File: src/rtl/multicycle_controller.sv
// Multi-cycle RV32I control FSM: sequences FETCH/DECODE/EXEC/MEM/WB from one-hot decoder
// class flags, with a memory-wait timeout, illegal-class trap and retired-instruction counter.
module multicycle_controller #(
   parameter int MEM_TIMEOUT = 16,
   parameter int CNT_W       = 32
) (
   input  logic             clk,
   input  logic             rst,
   input  logic             r_type,
   input  logic             i_type,
   input  logic             store,
   input  logic             branch,
   input  logic             load,
   input  logic             jal,
   input  logic             jalr,
   input  logic             auipc,
   input  logic             lui,
   input  logic             branch_taken,
   input  logic             mem_ready,
   output logic             fetch_req,
   output logic             ir_write,
   output logic             mem_read,
   output logic             mem_write,
   output logic             reg_write,
   output logic             pc_write,
   output logic [1:0]       pc_sel,
   output logic [2:0]       imme_sel,
   output logic [1:0]       rd_sel,
   output logic [1:0]       rs1_sel,
   output logic             retire,
   output logic [CNT_W-1:0] retired,
   output logic             trap,
   output logic [1:0]       trap_cause
);

   typedef enum logic [2:0] {
      S_IDLE, S_FETCH, S_DECODE, S_EXEC, S_MEM, S_WB, S_TRAP
   } state_t;

   // Bit positions inside the latched class vector
   localparam int C_R     = 8;
   localparam int C_I     = 7;
   localparam int C_ST    = 6;
   localparam int C_BR    = 5;
   localparam int C_LD    = 4;
   localparam int C_JAL   = 3;
   localparam int C_JALR  = 2;
   localparam int C_AUIPC = 1;
   localparam int C_LUI   = 0;

   // The counter only needs to reach MEM_TIMEOUT-1; the trap fires on the next miss
   localparam int WAIT_W = (MEM_TIMEOUT > 1) ? $clog2(MEM_TIMEOUT) : 1;

   state_t            state, state_next;
   logic [8:0]        cls;
   logic [8:0]        class_flags;
   logic [WAIT_W-1:0] wait_cnt;
   logic [1:0]        cause_next;
   logic              timeout_hit;
   logic              in_wait_state;

   assign class_flags   = {r_type, i_type, store, branch, load, jal, jalr, auipc, lui};
   assign in_wait_state = (state == S_FETCH) || (state == S_MEM);
   assign timeout_hit   = (MEM_TIMEOUT != 0) && !mem_ready &&
                          (wait_cnt == WAIT_W'(MEM_TIMEOUT - 1));

   // State register
   always_ff @(posedge clk or posedge rst) begin
      if (rst) begin
         state <= S_IDLE;
      end else begin
         state <= state_next;
      end
   end

   // Class latch, wait counter, trap cause and retired count
   always_ff @(posedge clk or posedge rst) begin
      if (rst) begin
         cls        <= '0;
         wait_cnt   <= '0;
         trap_cause <= 2'b00;
         retired    <= '0;
      end else begin
         if (state == S_DECODE) begin
            cls <= class_flags;
         end
         if ((state_next == S_FETCH || state_next == S_MEM) && state_next != state) begin
            wait_cnt <= '0;
         end else if (in_wait_state && !mem_ready) begin
            wait_cnt <= wait_cnt + WAIT_W'(1);
         end
         if (state_next == S_TRAP && state != S_TRAP) begin
            trap_cause <= cause_next;
         end
         if (retire) begin
            retired <= retired + CNT_W'(1);
         end
      end
   end

   // Next-state and output decode from state plus latched class
   always_comb begin
      state_next = state;
      cause_next = 2'b00;
      fetch_req  = 1'b0;
      ir_write   = 1'b0;
      mem_read   = 1'b0;
      mem_write  = 1'b0;
      reg_write  = 1'b0;
      pc_write   = 1'b0;
      pc_sel     = 2'b00;
      imme_sel   = 3'b000;
      rd_sel     = 2'b00;
      rs1_sel    = 2'b00;
      retire     = 1'b0;
      trap       = 1'b0;

      if (state == S_EXEC || state == S_MEM || state == S_WB) begin
         if (cls[C_I] || cls[C_LD] || cls[C_JALR]) begin
            imme_sel = 3'b001;
         end else if (cls[C_BR]) begin
            imme_sel = 3'b010;
         end else if (cls[C_ST]) begin
            imme_sel = 3'b011;
         end else if (cls[C_AUIPC] || cls[C_LUI]) begin
            imme_sel = 3'b100;
         end else if (cls[C_JAL]) begin
            imme_sel = 3'b101;
         end
         if (cls[C_BR] || cls[C_AUIPC]) begin
            rs1_sel = 2'b01;
         end else if (cls[C_JAL]) begin
            rs1_sel = 2'b10;
         end
      end

      case (state)
         S_IDLE: begin
            state_next = S_FETCH;
         end
         S_FETCH: begin
            fetch_req = 1'b1;
            if (mem_ready) begin
               ir_write   = 1'b1;
               state_next = S_DECODE;
            end else if (timeout_hit) begin
               state_next = S_TRAP;
               cause_next = 2'b10;
            end
         end
         S_DECODE: begin
            if ($onehot(class_flags)) begin
               state_next = S_EXEC;
            end else begin
               state_next = S_TRAP;
               cause_next = 2'b01;
            end
         end
         S_EXEC: begin
            if (cls[C_BR]) begin
               pc_write   = 1'b1;
               pc_sel     = branch_taken ? 2'b01 : 2'b00;
               retire     = 1'b1;
               state_next = S_FETCH;
            end else if (cls[C_LD] || cls[C_ST]) begin
               state_next = S_MEM;
            end else begin
               state_next = S_WB;
            end
         end
         S_MEM: begin
            mem_read  = cls[C_LD];
            mem_write = cls[C_ST];
            if (mem_ready) begin
               if (cls[C_ST]) begin
                  pc_write   = 1'b1;
                  retire     = 1'b1;
                  state_next = S_FETCH;
               end else begin
                  state_next = S_WB;
               end
            end else if (timeout_hit) begin
               state_next = S_TRAP;
               cause_next = 2'b10;
            end
         end
         S_WB: begin
            reg_write  = 1'b1;
            pc_write   = 1'b1;
            retire     = 1'b1;
            state_next = S_FETCH;
            if (cls[C_JAL]) begin
               pc_sel = 2'b01;
            end else if (cls[C_JALR]) begin
               pc_sel = 2'b10;
            end
            if (cls[C_JAL] || cls[C_JALR]) begin
               rd_sel = 2'b01;
            end else if (cls[C_LUI]) begin
               rd_sel = 2'b10;
            end else if (cls[C_LD]) begin
               rd_sel = 2'b11;
            end
         end
         S_TRAP: begin
            trap = 1'b1;
         end
         default: begin
            state_next = S_IDLE;
         end
      endcase
   end

endmodule

File: config.mk
export PLATFORM = sky130hd
export DESIGN_NAME = multicycle_controller
export DESIGN_NICKNAME = d
export VERILOG_FILES = /design/src/rtl/multicycle_controller.sv
export SDC_FILE = /design/constraint.sdc
export NUM_CORES = 1
export LEC_CHECK = 0
export ABC_AREA = 0
export CAP_MARGIN = 40
export CORE_MARGIN = 4
export CORE_UTILIZATION = 30
export CTS_BUF_LIST = sky130_fd_sc_hd__clkbuf_8
export DETAILED_ROUTE_END_ITERATION = 8
export PLACE_DENSITY = 0.54
export SETUP_SLACK_MARGIN = 0.02
export SYNTH_ARGS = -nofsm -noshare
export SYNTH_HDL_FRONTEND = slang
export SYNTH_SLANG_ARGS = --single-unit
File: constraint.sdc
create_clock -name clk -period 2.3 [get_ports clk]
set_input_delay 0.46 -clock clk [delete_from_list [all_inputs] [get_ports clk]]
set_output_delay 0.46 -clock clk [all_outputs]
set_load 0.1 [all_outputs]
==> metrics, run 1 <==
Max-Slew Margin vs Limit between 70% and 80%; initial antenna violation count 0; slowest stage delay, CP roughly 0.54 ns; Fin. Hold Viols 0; clock buffer depth 2; Final setup viols 8; post-route clock period utilization 167.2%; insertion delay to the later sink of the worst-skew pair approximately 0.3 ns; Crit Path Class in2reg; non-filler cells in the finished layout ~450; fin util 43.82%; Final min period roughly 3.8 ns; CTS Buf Count 5; clock share of power 11.4%; total number of vias 2,116; CTS Root Cell clkbuf_8; Final ANT Viol Nets 0; DIE HEIGHT about 100 um; fin. max-slew vios 0; DR WL/cell ~14 um; number of flops mapped to enable cells by yosys 0; VDD IR max slightly above 1000 uV; flops & latches, synth 49; combinational fraction of design power 60.5%; ys async rst share 100.0%; total gr overflow 0; core area around 9000 um^2; ys flop type dfrtp_1; first-pass GRT wire length between 10 and 15 mm; Synth Area per Inst approximately 10 um^2; vias in the first global route approximately 2,200; most frequent CP cell fa_1; crit-path leading delay family adder cells; Critical Path End Type flip-flop; Layout area overhead 40.50%; layout cells sized above 1 around 34%; worst path required time roughly 2.5 ns; MaxCap Viol Count 0; Setup crit start kind input pin; port bufs between 60 and 70; Nets ~370; clock slew at reported path FFs around 0.10 ns; Place WS -2.349 ns; Sinks on Clock Net between 40 and 50; status finished, violations left; dpl hpwl ~4.7 mm; Avg Vias per Cell 4.671; largest net degree at the start of global routing 33; Gate Count Post-Synth 270; Ant. Diodes 0; critical path arrival between 4 and 5 ns; cell at the slowest stage of the critical path fa_1; leakage dissipation between 1.5 and 2 nW; cell with the most instances after synthesis dfrtp_1; Synth top cells by count dfrtp_1 (49), nor2_1 (32), inv_1 (22); worst path bufs/invs 2; total power 4.568 mW; unique cell type count in the Yosys netlist 48; synth top area cells dfrtp_1 (45%), xor2_1 (6.4%), xnor2_1 (4.5%); Routed WL around 6 mm; Yosys top cell area share between 40% and 50%; Placed Instances 443; sequential-to-total area share from yosys stat about 45%; Post-route DRC 0; Sequential Power Share between 20 and 30%; Clock Skew roughly 0.014 ns; CTS H-tree lvls 2; die area around 11,000 um^2; FP Rows 34; Die W just over 100 um; worst slew pin tran 0.4041 ns; CTS tree yes; critical-path cell list buf_8 > inv_8 > fa_1 > fa_1 > fa_1 > fa_2 > fa_1 > or4bb_4 > o31ai_4 > a211o_1 > mux2i_4 > nor2_1; post-synth top area cell dfrtp_1; failing checks negative setup slack; hold-fix buffers at CTS 0; Warnings, synthesis 0; DRT iter0 DRCs between 50 and 60; Post-Syn Area about 2700 um^2; drt first pass iters 4; num ports 64; Internal between 2 and 2.5 mW; GRT Util Overall 11.95%; Initial Util a little under a third; Hold WC Path Type in2async; Synthesized Nets 292; fmax 260.1 MHz; GP Congestion about 0.76; min setup slack post-route -1.545 ns; switching share of power around half; RSZ-0062 raised after global routing true; pwr/cell area ~1200 nW/um^2; CP max FO 4; P_sw 2.333 mW
## power by group through the flow
| stage | clock [mW] | sequential (mW) | combinational, mW |
|---|---|---|---|
| floorplan | 0 | 1.63 | 1.55 |
| global placement | 0 | 1.29 | 2.66 |
| detailed placement | 0 | 1.30 | 2.67 |
| CTS | 0.551 | 1.28 | 2.69 |
| global route | 0.583 | 1.33 | 2.91 |
| finish | 0.522 | 1.28 | 2.77 |
## logic make-up (layout without fill, tap and decap cells)
group                      count (synthesis)  count (layout)  share of synthesized area [%]
buffers and inverters                     29             104                          4.829
and+or+nand+nor                          113             113                          23.51
xor gates and xnor gates                  34              34                          10.84
muxes                                     10              10                          4.146
AOI/OAI and AO/OA                         26              26                          6.560
adders and majority gates                  9               9                          5.467
DFF                                       49              49                          44.65
## cell usage in the layout (no fill, tap or decap), types with 3 or more instances in the layout
cell,netlist,routed
ha_1,4,4
and2_1,3,3
inv_2,0,3
mux2_2,8,8
a21oi_2,0,3
nand3_1,8,8
nor3_2,3,4
nor2_1,32,27
nand2b_1,5,4
clkbuf_8,0,5
buf_4,1,43
xnor2_1,14,14
nor2b_1,6,4
dfrtp_1,49,47
buf_12,0,19
and3_1,8,8
nand4_2,3,3
xor2_1,20,20
clkdlybuf4s50_1,0,8
inv_1,22,18
nor2_2,0,5
o21ai_0,6,6
fa_1,5,4
nand4_1,7,7
nor3b_4,0,3
nand2_1,21,20
## worst paths after layout
path / from / end / slack (ns) / cells past startpoint
setup / recovery: r_type / wait_cnt[2]$_DFFE_PP0P_ / -1.54 / 12
hold reg to reg: retired[31]$_DFFE_PP0P_ / retired[31]$_DFFE_PP0P_ / 0.48 / 1
max in group asynchronous: rst / state[0]$_DFF_PP0_ / 1.31 / 3
setup reg to reg: wait_cnt[0]$_DFFE_PP0P_ / wait_cnt[2]$_DFFE_PP0P_ / 0.44 / 6
hold / removal: rst / retired[5]$_DFFE_PP0P_ / 0.46 / 2
min in group clk: branch / cls[5]$_DFFE_PP0P_ / 0.47 / 4
## timing repair
action                                 in CTS  in global routing
setup buffers                               0                  2
endpoints found under the hold margin       0                  0
pin swaps                                  10                 10
gates resized for setup                    20                  8
setup endpoints to repair                  11                 12
## cell type report
type / instances / area [um^2]
Inverter: 22 / 90.09
Fill cell: 859 / 4947
Tap cell: 108 / 135.1
Multi-Input combinational cell: 192 / 1494
Sequential cell: 49 / 1229
Clock buffer: 5 / 68.82
Clock inverter: 3 / 21.27
Timing Repair Buffer: 74 / 820.8
## metrics by stage
stage | setup TNS, ns | area [um^2] | hold slack [ns]
floorplan | -11.03 | 2818 | 0.4817
global placement | -16.67 | 3711 | 0.4608
detailed placement | -17.22 | 3711 | 0.4658
CTS | -11.67 | 3805 | 0.4639
global route | -11.91 | 3859 | 0.4822
finish | -11.13 | 3859 | 0.4590
## worst reg2reg max path, stage by stage, from the launching register on
cell and delay, ns:
dfrtp_1 0.42, ha_1 0.23, a31o_2 0.27, o211ai_1 0.23, a211o_1 0.22, mux2i_4 0.29
nor2_1 0.07
## metal layers
| layer | share of wire [%] | global-route usage, % | vias up |
|---|---|---|---|
| li1 | - | - | 1051 |
| met1 | 48 | 16.10 | 1016 |
| met2 | 47 | 19.39 | 46 |
| met3 | 4.7 | 3.172 | 3 |
| met4 | 0.46 | 2.564 | 0 |
| met5 | 0 | 0 | - |
## state kept, by name, summed over array words and instances (netlist names)
register	cells
retired	32
state	3
trap_cause	2
cls	8
wait_cnt	4
Note: power is estimated with default switching activity, not from simulation.
==> run 2, diff against run 1 <==
Settings changed: RECOVER_POWER set to 50.
==> metrics, run 2 (synthesis results as in run 1) <==
insertion delay to the later sink of the worst-skew pair 0.30 ns (about the same); GP Congestion 0.7551 (unchanged); CTS tree yes; core area 8806 um^2 (unchanged); TNS Setup -11.13 ns (+0.003300 ns); CP max FO 4 (unchanged); drt first pass iters 4 (unchanged); pwr/cell area 1196 nW/um^2 (+1.0%); Initial Util 31.19% (unchanged); clock slew at reported path FFs 0.10 ns (about the same); Avg Vias per Cell 4.669 (about the same); Nets 366 (unchanged); Sinks on Clock Net 49 (unchanged); Ant. Diodes 0 (unchanged); DR WL/cell 13.47 um (-0.47%); highest-count cells in the layout ignoring fill and taps dfrtp_1 (48), nor2_1 (27), buf_4 (25); FP Rows 34 (unchanged); Setup crit start kind input pin; layout cells sized above 1 33.33% (-1.2 points); Final ANT Viol Nets 0 (unchanged); Max-Slew Margin vs Limit 21.80% (-51 points); fillers 873 (+1.6%); failing checks negative setup slack; Fin. Hold Viols 0 (unchanged); first-pass GRT wire length 10.86 mm (unchanged); CTS Root Cell clkbuf_8; fin. max-slew vios 0 (unchanged); Most flops, register retired; Die W 103.7 um (unchanged); largest net degree at the start of global routing 33 (unchanged); fmax 260.1 MHz (about the same); Hold WC Path Type in2reg; initial antenna violation count 0 (unchanged); top flop regs retired (32), cls (8), wait_cnt (4); clock buffer depth 2 (unchanged); RSZ-0062 raised after global routing true; vias in the first global route 2,202 (unchanged); die area 10,750 um^2 (unchanged); worst path required time 2.48 ns (about the same); num ports 64 (unchanged); VDD IR max 1004 uV (-1.6%); status finished, violations left; post-route cell area 3794 um^2 (-1.7%); min setup slack post-route -1.545 ns (+0.0002500 ns); Crit Path Class in2reg; Clock Skew 0.01401 ns (-0.0001337 ns); total power 4.538 mW (-0.67%); post-route clock period utilization 167.2% (about the same); total gr overflow 0 (unchanged); most common cell after layout, fill and taps aside dfrtp_1; Final min period 3.845 ns (-0.0002500 ns); Placement Cell Area 3711 um^2 (unchanged); Routed WL 6.100 mm (-0.47%); GRT Util Overall 11.95% (unchanged); dpl hpwl 4.741 mm (unchanged); Critical Path End Type flip-flop; critical path arrival 4.03 ns (about the same); CTS H-tree lvls 2 (unchanged); Post-route DRC 0 (unchanged); total number of vias 2,115 (-0.047%); Final setup viols 8 (unchanged); DIE HEIGHT 103.7 um (unchanged); worst slew pin tran 1.178 ns (+0.7737 ns); Layout area overhead 38.13%; DRT iter0 DRCs 49 (-3.9%); hold-fix buffers at CTS 0 (unchanged); leakage dissipation 1.863 nW (-1.0%); max FFs per register 32 (unchanged); CTS Buf Count 5 (unchanged); port bufs 63 (unchanged); MaxCap Viol Count 0 (unchanged)
==> run 2: final timing paths <==
check	cells past startpoint	to	start	slack, ns
setup / recovery	12	wait_cnt[2]$_DFFE_PP0P_	r_type	-1.54
setup reg to reg	6	retired[22]$_DFFE_PP0P_	state[2]$_DFF_PP0_	0.34
min in group asynchronous	2	retired[5]$_DFFE_PP0P_	rst	0.68
hold / removal	4	cls[5]$_DFFE_PP0P_	branch	0.47
hold reg to reg	1	retired[31]$_DFFE_PP0P_	retired[31]$_DFFE_PP0P_	0.48
max in group asynchronous	3	state[0]$_DFF_PP0_	rst	0.34
==> run 2: through the flow <==
step	utilization, %	worst slack [ns]	hold slack (ns)	instances
detailed placement	42.14	-2.349	0.4658	443
finish	43.08	-1.545	0.4735	453
floorplan	-	-1.543	0.4817	270
global placement	42.14	-2.266	0.4608	443
CTS	43.21	-1.648	0.4639	451
global route	43.08	-1.650	0.4822	453
==> run 2: cell type report <==
cell class | count | area, um^2 | area share, %
Inverter | 22 | 90.09 | 2.375
Clock inverter | 3 | 21.27 | 0.5607
Timing Repair Buffer | 74 | 759.5 | 20.02
Tap cell | 108 | 135.1 | 3.562
Multi-Input combinational cell | 192 | 1491 | 39.31
Clock buffer | 5 | 68.82 | 1.814
Sequential cell | 49 | 1227 | 32.35
==> run 2: repair_timing <==
item | 4_1_cts | 5_1_grt
cloned | 0 | 0
pin swaps | 10 | 10
endpoints found under the setup margin | 11 | 12
buffers inserted | 0 | 2
resized for setup | 20 | 8
==> run 2: report_power, final <==
group | leakage [nW] | total (mW) | switching [mW] | internal, mW
logic | 1.18 | 2.74 | 1.78 | 0.960
registers | 0.638 | 1.27 | 0.243 | 1.03
clock network | 0.0445 | 0.522 | 0.305 | 0.217
==> run 2: metal layers <==
| metal | wire length [um] | vias to the layer above | GRT usage, % |
|---|---|---|---|
| met3 | 283 | 3 | 3.172 |
| met5 | 0 | - | 0 |
| met2 | 2875 | 46 | 19.39 |
| met4 | 28 | 0 | 2.564 |
| met1 | 2913 | 1015 | 16.10 |
| li1 | - | 1051 | - |
==> run 2: critical path, cell delays in order <==
cell,delay (ns)
buf_8,0.08
inv_8,0.02
fa_1,0.54
fa_1,0.42
fa_1,0.46
fa_2,0.36
fa_1,0.50
or4bb_4,0.47
o31ai_4,0.08
a211o_1,0.25
mux2i_4,0.29
nor2_1,0.07
